`config.mk`:
```
export PLATFORM = sky130hd
export DESIGN_NAME = digit_serial_adder_flat
export DESIGN_NICKNAME = d
export VERILOG_FILES = /design/src/rtl/digit_serial_adder_pkg.sv /design/src/rtl/digit_serial_adder_if.sv /design/src/rtl/digit_adder_slice.sv /design/src/rtl/digit_serial_adder.sv /design/src/flat_wrapper.sv
export SDC_FILE = /design/constraint.sdc
export NUM_CORES = 1
export LEC_CHECK = 0
export BUFFER_PORTS_ARGS = -buffer_cell sky130_fd_sc_hd__buf_4
export CORE_MARGIN = 4
export CORE_UTILIZATION = 58
export DETAILED_ROUTE_END_ITERATION = 6
export PLACE_DENSITY_LB_ADDON = 0.15
export SYNTH_ARGS = -nofsm -noshare
export SYNTH_HDL_FRONTEND = slang
export SYNTH_SLANG_ARGS = --single-unit
export TNS_END_PERCENT = 30
```
`constraint.sdc`:
```
create_clock -name clk_in -period 4 [get_ports clk_in]
set_clock_uncertainty 0.2 [all_clocks]
set_input_delay 0.6 -clock clk_in [delete_from_list [all_inputs] [get_ports clk_in]]
set_output_delay 0.6 -clock clk_in [all_outputs]
set_load 0.005 [all_outputs]
```
`src/rtl/digit_serial_adder_pkg.sv`:
```
// ---------------------------------------------------------------
// adder_pkg : shared types and sizing helpers for digit_serial_adder
// Revision  : 1.0
// ---------------------------------------------------------------
`default_nettype none

package adder_pkg;

   typedef enum logic [1:0] {
      IDLE = 2'd0,
      BUSY = 2'd1,
      DONE = 2'd2
   } state_e;

   function automatic int digit_count(input int width, input int digit);
      return width / digit;
   endfunction

   function automatic int cnt_width(input int n);
      return $clog2(n + 1);
   endfunction

   localparam int C_DEF_WIDTH = 16;
   localparam int C_DEF_DIGIT = 4;
   localparam int C_DEF_N     = digit_count(C_DEF_WIDTH, C_DEF_DIGIT);
   localparam int C_DEF_CNT_W = cnt_width(C_DEF_N);

endpackage

`default_nettype wire

```
`src/rtl/digit_serial_adder_if.sv`:
```
// ---------------------------------------------------------------
// digit_serial_adder_if : operand/result valid-ready bundle
// Revision              : 1.0
// ---------------------------------------------------------------
`default_nettype none

interface digit_serial_adder_if #(
   parameter int WIDTH = 16
);
   logic             in_valid_in;
   logic             in_ready_out;
   logic [WIDTH-1:0] a_in;
   logic [WIDTH-1:0] b_in;
   logic             c_in;
   logic             sub_in;
   logic             out_valid_out;
   logic             out_ready_in;
   logic [WIDTH-1:0] sum_out;
   logic             c_out;
   logic             v_out;
   logic             p_out;
   logic             g_out;

   // slave = the adder, master = whoever feeds and drains it
   modport slave (
      input  in_valid_in, a_in, b_in, c_in, sub_in, out_ready_in,
      output in_ready_out, out_valid_out, sum_out, c_out, v_out, p_out, g_out
   );

   modport master (
      output in_valid_in, a_in, b_in, c_in, sub_in, out_ready_in,
      input  in_ready_out, out_valid_out, sum_out, c_out, v_out, p_out, g_out
   );
endinterface

`default_nettype wire

```
`src/rtl/digit_adder_slice.sv`:
```
// ---------------------------------------------------------------
// digit_adder_slice : combinational DIGIT-bit ripple adder with P/G
// Revision          : 1.0
// ---------------------------------------------------------------
`default_nettype none

module digit_adder_slice #(
   parameter int DIGIT = 4
) (
   input  wire logic [DIGIT-1:0] a,
   input  wire logic [DIGIT-1:0] b,
   input  wire logic             c,
   output logic      [DIGIT-1:0] sum,
   output logic                  c_out,
   output logic                  c_msb_in,
   output logic                  p_d,
   output logic                  g_d
);
   logic [DIGIT-1:0] w_p;
   logic [DIGIT-1:0] w_g;
   logic [DIGIT:0]   w_c;
   logic [DIGIT:0]   w_gg;

   assign w_c[0]  = c;
   assign w_gg[0] = 1'b0;

   // w_c carries the real carry-in, w_gg the same chain seeded with zero
   for (genvar i = 0; i < DIGIT; i++) begin : g_bit
      assign w_p[i]    = a[i] | b[i];
      assign w_g[i]    = a[i] & b[i];
      assign sum[i]    = a[i] ^ b[i] ^ w_c[i];
      assign w_c[i+1]  = w_g[i] | (w_p[i] & w_c[i]);
      assign w_gg[i+1] = w_g[i] | (w_p[i] & w_gg[i]);
   end

   assign c_out    = w_c[DIGIT];
   assign c_msb_in = w_c[DIGIT-1];
   assign p_d      = &w_p;
   assign g_d      = w_gg[DIGIT];

endmodule

`default_nettype wire

```
`src/rtl/digit_serial_adder.sv`:
```
// ---------------------------------------------------------------
// digit_serial_adder : LSB-first digit-serial add/sub with word P/G
// Revision           : 1.0
// ---------------------------------------------------------------
`default_nettype none

module digit_serial_adder
   import adder_pkg::*;
#(
   parameter int WIDTH = 16,
   parameter int DIGIT = 4
) (
   input  wire logic          clk_in,
   input  wire logic          rst_n_in,
   digit_serial_adder_if.slave bus
);
   localparam int                 C_N     = digit_count(WIDTH, DIGIT);
   localparam int                 C_CNT_W = cnt_width(C_N);
   localparam logic [C_CNT_W-1:0] C_LAST  = C_CNT_W'(C_N - 1);

   if (WIDTH % DIGIT != 0) begin : g_bad_digit
      $error("digit_serial_adder: WIDTH must be a multiple of DIGIT");
   end

   state_e             r_state;
   state_e             w_next;
   logic               w_in_ready;
   logic               w_out_valid;

   logic [WIDTH-1:0]   r_a;
   logic [WIDTH-1:0]   r_b;
   logic [WIDTH-1:0]   r_sum;
   logic               r_carry;
   logic               r_v;
   logic               r_p;
   logic               r_g;
   logic [C_CNT_W-1:0] r_cnt;

   logic [DIGIT-1:0]   w_sum_d;
   logic               w_c_out;
   logic               w_c_msb;
   logic               w_p_d;
   logic               w_g_d;
   logic [WIDTH-1:0]   w_b_eff;
   logic [WIDTH-1:0]   w_sum_next;

   assign w_b_eff    = bus.sub_in ? ~bus.b_in : bus.b_in;
   // New digit enters at the MSB end; after N digits the word is aligned
   assign w_sum_next = WIDTH'({w_sum_d, r_sum} >> DIGIT);

   digit_adder_slice #(.DIGIT(DIGIT)) u_slice (
      .a        (r_a[DIGIT-1:0]),
      .b        (r_b[DIGIT-1:0]),
      .c        (r_carry),
      .sum      (w_sum_d),
      .c_out    (w_c_out),
      .c_msb_in (w_c_msb),
      .p_d      (w_p_d),
      .g_d      (w_g_d)
   );

   always_ff @(posedge clk_in or negedge rst_n_in) begin
      if (!rst_n_in) begin
         r_state <= IDLE;
      end else begin
         r_state <= w_next;
      end
   end

   always_comb begin
      w_next      = r_state;
      w_in_ready  = 1'b0;
      w_out_valid = 1'b0;
      case (r_state)
         IDLE: begin
            w_in_ready = 1'b1;
            if (bus.in_valid_in) w_next = BUSY;
         end
         BUSY: begin
            if (r_cnt == C_LAST) w_next = DONE;
         end
         DONE: begin
            w_out_valid = 1'b1;
            if (bus.out_ready_in) w_next = IDLE;
         end
         default: w_next = IDLE;
      endcase
   end

   always_ff @(posedge clk_in or negedge rst_n_in) begin
      if (!rst_n_in) begin
         r_a     <= '0;
         r_b     <= '0;
         r_sum   <= '0;
         r_carry <= 1'b0;
         r_v     <= 1'b0;
         r_p     <= 1'b0;
         r_g     <= 1'b0;
         r_cnt   <= '0;
      end else begin
         case (r_state)
            IDLE: begin
               if (bus.in_valid_in) begin
                  r_a     <= bus.a_in;
                  r_b     <= w_b_eff;
                  r_carry <= bus.c_in;
                  r_cnt   <= '0;
                  r_p     <= 1'b1;
                  r_g     <= 1'b0;
               end
            end
            BUSY: begin
               r_a     <= r_a >> DIGIT;
               r_b     <= r_b >> DIGIT;
               r_sum   <= w_sum_next;
               r_carry <= w_c_out;
               // only the value written on the final digit is observed
               r_v     <= w_c_msb ^ w_c_out;
               r_p     <= r_p & w_p_d;
               r_g     <= w_g_d | (w_p_d & r_g);
               r_cnt   <= r_cnt + 1'b1;
            end
            default: ;
         endcase
      end
   end

   assign bus.in_ready_out  = w_in_ready;
   assign bus.out_valid_out = w_out_valid;
   assign bus.sum_out       = r_sum;
   assign bus.c_out         = r_carry;
   assign bus.v_out         = r_v;
   assign bus.p_out         = r_p;
   assign bus.g_out         = r_g;

endmodule

`default_nettype wire

```
`src/flat_wrapper.sv`:
```
// flat-port wrapper written by rule: the top's interface ports become plain ports
module digit_serial_adder_flat import adder_pkg::*;
#(
   parameter int WIDTH = 16,
   parameter int DIGIT = 4
)
  (clk_in, rst_n_in, bus_in_valid_in, bus_a_in, bus_b_in, bus_c_in, bus_sub_in, bus_out_ready_in, bus_in_ready_out, bus_out_valid_out, bus_sum_out, bus_c_out, bus_v_out, bus_p_out, bus_g_out);
  digit_serial_adder_if #(.WIDTH(WIDTH)) bus_i ();
  input  wire logic clk_in;
  input  wire logic rst_n_in;
  input wire logic [$bits(bus_i.in_valid_in)-1:0] bus_in_valid_in;
  input wire logic [$bits(bus_i.a_in)-1:0] bus_a_in;
  input wire logic [$bits(bus_i.b_in)-1:0] bus_b_in;
  input wire logic [$bits(bus_i.c_in)-1:0] bus_c_in;
  input wire logic [$bits(bus_i.sub_in)-1:0] bus_sub_in;
  input wire logic [$bits(bus_i.out_ready_in)-1:0] bus_out_ready_in;
  output wire logic [$bits(bus_i.in_ready_out)-1:0] bus_in_ready_out;
  output wire logic [$bits(bus_i.out_valid_out)-1:0] bus_out_valid_out;
  output wire logic [$bits(bus_i.sum_out)-1:0] bus_sum_out;
  output wire logic [$bits(bus_i.c_out)-1:0] bus_c_out;
  output wire logic [$bits(bus_i.v_out)-1:0] bus_v_out;
  output wire logic [$bits(bus_i.p_out)-1:0] bus_p_out;
  output wire logic [$bits(bus_i.g_out)-1:0] bus_g_out;
  assign bus_i.in_valid_in = bus_in_valid_in;
  assign bus_i.a_in = bus_a_in;
  assign bus_i.b_in = bus_b_in;
  assign bus_i.c_in = bus_c_in;
  assign bus_i.sub_in = bus_sub_in;
  assign bus_i.out_ready_in = bus_out_ready_in;
  assign bus_in_ready_out = bus_i.in_ready_out;
  assign bus_out_valid_out = bus_i.out_valid_out;
  assign bus_sum_out = bus_i.sum_out;
  assign bus_c_out = bus_i.c_out;
  assign bus_v_out = bus_i.v_out;
  assign bus_p_out = bus_i.p_out;
  assign bus_g_out = bus_i.g_out;
  digit_serial_adder #(.WIDTH(WIDTH), .DIGIT(DIGIT)) u_core (.clk_in(clk_in), .rst_n_in(rst_n_in), .bus(bus_i));
endmodule
```
==> results of run 1 <==
where the power goes:
group | leakage (nW) | internal [mW] | switching (mW)
registers | 0.737 | 0.816 | 0.195
logic | 0.852 | 0.435 | 0.538
clock network | 0.0778 | 0.240 | 0.206
area by class of cell:
cell class,instances,area share (%)
inverter,14,1.531
tap,67,2.443
multi-input combinational,193,36.57
sequential,57,41.56
timing repair buffer,61,13.34
clock buffer,15,4.557
per-stage QoR:
stage                     utilization [%]  setup slack, ns  instance area (um2)  hold slack (ns)
after floorplan                         -            1.530                 2836           0.1044
after global placement              69.35            1.463                 3276           0.2588
after detailed placement            69.35            1.366                 3276           0.2688
after CTS                           72.66            1.340                 3432           0.1453
after global routing                72.66            1.199                 3432           0.1875
final                               72.66            1.345                 3432           0.1220
layer usage:
| layer | global-route usage (%) | vias up | routed length (um) |
|---|---|---|---|
| li1 | - | 1056 | - |
| met1 | 28.22 | 1031 | 2686 |
| met2 | 34.59 | 54 | 2924 |
| met3 | 3.828 | 7 | 261 |
| met4 | 9.965 | 0 | 94 |
| met5 | 0 | - | 0 |
flip-flops by register name (all words and copies together), names as in the netlist:
signal / cells
u_core.bus.c_out: 1
u_core.bus.p_out: 1
u_core.bus.sum_out: 16
u_core.bus.g_out: 1
u_core.r_state: 2
u_core.r_b: 16
u_core.r_a: 16
u_core.bus.v_out: 1
u_core.r_cnt: 3
worst max-delay path, stage by stage, from the launching register on:
cell and delay (ns):
dfrtp_1 0.41, inv_1 0.11, fa_1 0.18, inv_1 0.06
fa_1 0.44, fa_1 0.46, inv_1 0.10, fa_1 0.39
o21ai_0 0.18
synth_stat cells (all sizes together):
cell type  number
a21oi           2
a22o            6
a22oi          20
a2bb2oi         6
buf            17
clkbuf          3
dfrtp          57
fa              4
ha             10
inv            14
nand2          80
nand2b          1
nor2            6
nor2b           5
nor3b           1
o211ai          1
o21ai          23
o21bai          1
o221ai          9
or3b            1
xnor2          12
xor2            5
final timing paths:
path                                     endpoint          start
max                        u_core.bus.sum_out[15]  u_core.r_b[0]
min                         u_core.bus.sum_out[1]       rst_n_in
max reg2reg                u_core.bus.sum_out[15]  u_core.r_b[0]
min reg2reg                         u_core.r_a[6]  u_core.r_a[6]
max in group asynchronous           u_core.r_a[7]       rst_n_in
min in group clk_in                 u_core.r_a[6]  u_core.r_a[6]
kinds of logic (layout without fill, tap and decap cells):
logic type | Yosys count | in the layout | share of synthesized area [%]
flip-flops | 57 | 57 | 50.29
AO/OA/AOI/OAI | 68 | 68 | 18.22
XOR/XNOR | 17 | 17 | 5.249
AND/OR/NAND/NOR | 94 | 94 | 13.45
buffers and inverters | 34 | 90 | 5.558
adder cells (fa/ha/maj) | 14 | 14 | 7.234
==> results.toml, run 1 <==
[outcome]
status = "completed"

[grt]
grt_pass1_vias = 2188
grtUsageTotal_pct = 21.48
grt_max_degree = 58
grt-ovfl-total = 0
grt_pass1_wl_um = 10250
antenna_found_initial = 0

[worst_hold_path]
holdCritPathClass = "in2async"

[yosys]
synthCells = 284
ys_types = 26
yosysWarnings = 0
synth_top_area_share_pct = 50.29
syn_avg_cell_area_um2 = 9.988
synthTopCellsByArea = "dfrtp_1 (50%), nand2_1 (11%), a22oi_1 (5.3%)"
ys_seq_area_share_pct = 50.29
synth_nets = 336
synth-seq-cells = 57
synth_top_area_cell = "dfrtp_1"
syn_area_mm2 = 0.002836

[die]
start_util_pct = 60.05
die_w_um = 77.93
rows = 25
core-area_mm2 = 0.004723
dieHeight_um = 77.93
die_area_mm2 = 0.006073
pin_count = 60

[cells_and_area]
diodes = 0
syn_to_final_growth_pct = 21.00
mostFrequentLayoutCell = "nand2_1"
mostFrequentLayoutCells = "nand2_1 (80), buf_4 (61), dfrtp_1 (57), a22oi_1 (20), o21ai_0 (19)"
multi_input_area_mm2 = 0.001255
final_nets = 388
seq_area_mm2 = 0.001426
stdcell_count = 407
fillers = 380
drive_gt1_share_pct = 23.24

[sta]
setup_tns_ns = 0
setup_violations = 0
rsz0062_at_grt = "no"
period_share_pct = 66.37
maxSlewViolCount = 0
worst_pin_slew_ns = 0.9976
relSlewSlack_pct = 33.19
period_minus_slack_ns = 2.655
fmax_ghz = 0.3767
finalHoldViolCount = 0

[clock_tree]
post_cts_resized = 0
post_cts_buffers = 0
clk_latency_ns = 0.33
cts_buffers = 9
cts_root_buf = "clkbuf_8"
h-tree-depth = 3
hold_buffers = 0
path_clk_slew_ns = 0.06
cts_buffer_depth = 2
cts.sinks = 57
cts_tree = "done"

[critical_path]
critPathKind = "reg2reg"
reg2reg_slack_ns = 1.35
cp.required_ns = 4.03
cp_max_fo = 4
worst_setup_path_start_kind = "flip-flop"
r2r_cells = 8
end_kind = "flip-flop"
cp.arrival_ns = 2.68

[pwr]
power_mw = 2.430
p_leak_nw = 1.667
p_per_area_mw_per_mm2 = 708.1
ir_drop_mv = 0.3943

[route]
routed_wirelength_um = 5966
drcViolationCount = 0
dr.pass1.iters = 4
vias_per_cell = 5.278
antenna_left = 0
vias = 2148
wire_per_inst_um = 14.66
initialDrtViolationCount = 140

[placed_design]
place_congestion = 0.7966
io_buffers = 59
hpwl_um = 4169
dp.cells = 392

[run]
maxCapViolCount = 0
(Power assumes the default switching activity.)
==> inputs of run 2 (changes only) <==
--- a/config.mk
+++ b/config.mk
@@ -5,9 +5,10 @@
 export SDC_FILE = /design/constraint.sdc
 export NUM_CORES = 1
 export LEC_CHECK = 0
+export ABC_AREA = 1
 export BUFFER_PORTS_ARGS = -buffer_cell sky130_fd_sc_hd__buf_4
 export CORE_MARGIN = 4
-export CORE_UTILIZATION = 58
+export CORE_UTILIZATION = 48
 export DETAILED_ROUTE_END_ITERATION = 6
 export PLACE_DENSITY_LB_ADDON = 0.15
 export SYNTH_ARGS = -nofsm -noshare
==> constraint.sdc (replaced) <==
create_clock -name clk_in -period 2.3 [get_ports clk_in]
set_clock_uncertainty 0.2 [all_clocks]
set_input_delay 0.345 -clock clk_in [delete_from_list [all_inputs] [get_ports clk_in]]
set_output_delay 0.345 -clock clk_in [all_outputs]
set_load 0.005 [all_outputs]
==> results.toml, run 2 <==
[yosys]
synth.most_common_cell = "nand2_1"
syn_area_mm2 = 0.002704
synth_top_area_share_pct = 52.75
synth_edf_count = 0
ys.flop_type = "dfrtp_1"
async_flop_share_pct = 100.0
ys_seq_area_share_pct = 52.75
ys_types = 24
yosys-top-cells-count = "nand2_1 (75), dfrtp_1 (57), inv_1 (29), xnor2_1 (14), o21ai_0 (13)"
synth_nets = 330
yosysWarnings = 0
synth-seq-cells = 57
synthCells = 278
synthTopCellsByArea = "dfrtp_1 (53%), nand2_1 (10%), ha_1 (4.6%)"
synth_top_area_cell = "dfrtp_1"
syn_avg_cell_area_um2 = 9.726

[grt]
grtUsageTotal_pct = 17.48
grt_pass1_wl_um = 9625
antenna_found_initial = 0
grt_max_degree = 58
grt_pass1_vias = 2132
grt-ovfl-total = 0

[pwr]
p_leak_nw = 1.704
ir_drop_mv = 0.7069
p_per_area_mw_per_mm2 = 1236

[outcome]
violations = "negative setup slack"
status = "finished with violations"

[route]
dr.pass1.iters = 4
initialDrtViolationCount = 102
drcViolationCount = 0
wire_per_inst_um = 13.03
vias_per_cell = 4.929
antenna_left = 0
vias = 2080
routed_wirelength_um = 5499

[sta]
period_minus_slack_ns = 2.328
fmax_ghz = 0.4295
worst_slack_ns = -0.02811
rsz0062_at_grt = "yes"
maxSlewViolCount = 0
worst_pin_slew_ns = 0.7038
relSlewSlack_pct = 53.08
setup_violations = 1
period_share_pct = 101.2
finalHoldViolCount = 0

[cells_and_area]
mostFrequentLayoutCells = "nand2_1 (75), buf_4 (70), dfrtp_1 (57), inv_1 (24), xnor2_1 (14)"
seq_area_mm2 = 0.001426
stdcell_count = 422
mostFrequentLayoutCell = "nand2_1"
diodes = 0
syn_to_final_growth_pct = 25.87
multi_input_area_mm2 = 0.001056
drive_gt1_share_pct = 28.29
fillers = 498
final_nets = 398

[placed_design]
io_buffers = 59
place_congestion = 0.8373
dp.cells = 402
hpwl_um = 3772
dp_slack_ns = -0.1352

[die]
pin_count = 60
rows = 27
die_area_mm2 = 0.006898
start_util_pct = 49.41
die_w_um = 83.06
core-area_mm2 = 0.005473
dieHeight_um = 83.06

[critical_path]
cp_max_fo = 2
cp.required_ns = 2.36
max_stage_delay_ns = 0.41
worst_setup_path_start_kind = "flip-flop"
path_cells = "inv_2, fa_1, inv_2, fa_2, fa_2, inv_2, fa_2, o21ai_1"
critPathKind = "reg2reg"
path_buf_inv = 3
critPathTopFamily = "adder cells"
cp.arrival_ns = 2.39
crit_slowest_cell = "fa_2"
end_kind = "flip-flop"

[clock_tree]
path_clk_slew_ns = 0.06
cts.sinks = 57
clk_latency_ns = 0.33
h-tree-depth = 3
cts_root_buf = "clkbuf_8"
cts_tree = "done"
cts_buffers = 9
cts_buffer_depth = 2

[worst_hold_path]
holdCritPathClass = "in2reg"

[run]
maxCapViolCount = 0
## run 2: metrics by stage
| stage | hold WS (ns) | utilization, % | area, um2 | total power [mW] | setup TNS, ns |
|---|---|---|---|---|---|
| 3_5_place_dp | 0.2422 | 58.41 | 3197 | 3.424 | -0.2752 |
| 4_1_cts | 0.01372 | 61.91 | 3388 | 4.249 | -0.01571 |
| 3_3_place_gp | 0.2442 | 58.41 | 3197 | 3.372 | -0.1659 |
| 2_1_floorplan | -0.1506 | - | 2709 | 2.833 | -0.09273 |
| 5_1_grt | 0.01575 | 62.19 | 3403 | 4.597 | -0.1820 |
| 6_report | 0.02815 | 62.19 | 3403 | 4.205 | -0.02811 |
## run 2: cell type report
class	count	area share [%]
Clock buffer	11	4.154
Clock inverter	4	0.5882
Inverter	33	3.640
Multi-Input combinational cell	173	31.03
Sequential cell	57	41.91
Tap cell	72	2.647
Timing Repair Buffer	72	16.03
## run 2: logic make-up (layout without fill, tap and decap cells)
kind of cell    Yosys count  in the layout  share of synthesized area, %
fa+ha+maj                14             14                         7.589
flops                    57             57                         52.75
compound gates           50             50                         12.17
buf+inv                  48            120                         8.468
xor+xnor                 17             17                         5.507
simple gates             92             92                         13.51
## run 2: where the power goes
group / switching [mW] / internal, mW / leakage [nW]
clock network: 0.366 / 0.406 / 0.0887
registers: 0.241 / 1.42 / 0.736
logic: 0.992 / 0.782 / 0.879
## run 2: routing by layer
metal	global-route usage [%]	up-vias	share of wire (%)
li1	-	1033	-
met1	21.15	964	44
met2	27.99	68	47
met3	4.663	15	6.1
met4	10.25	0	2.9
met5	0	-	0
## run 2: worst register-to-register path, cell delays in order, from the launching register on
cell and delay, ns:
dfrtp_1 0.39, inv_2 0.07, fa_1 0.18, inv_2 0.04
fa_2 0.36, fa_2 0.41, inv_2 0.06, fa_2 0.41
o21ai_1 0.13
## run 2: repair_timing
action,4_1_cts,5_1_grt
endpoints found under the setup margin,3,3
buffers inserted,1,2
gates resized for setup,6,1
pin swaps,1,4
hold endpoints to repair,58,0
hold buffers,2,0
## run 2: final timing paths
check                      cells after the start                  start  slack [ns]                     end
max reg2reg                                    8       u_core.bus.c_out       -0.03  u_core.bus.sum_out[15]
max in group asynchronous                      2               rst_n_in        1.02         u_core.r_cnt[0]
min                                            3            bus_a_in[5]        0.03           u_core.r_a[5]
min reg2reg                                    2  u_core.bus.sum_out[0]        0.28   u_core.bus.sum_out[0]
min in group asynchronous                      2               rst_n_in        0.41   u_core.bus.sum_out[1]
max                                            8       u_core.bus.c_out       -0.03  u_core.bus.sum_out[15]
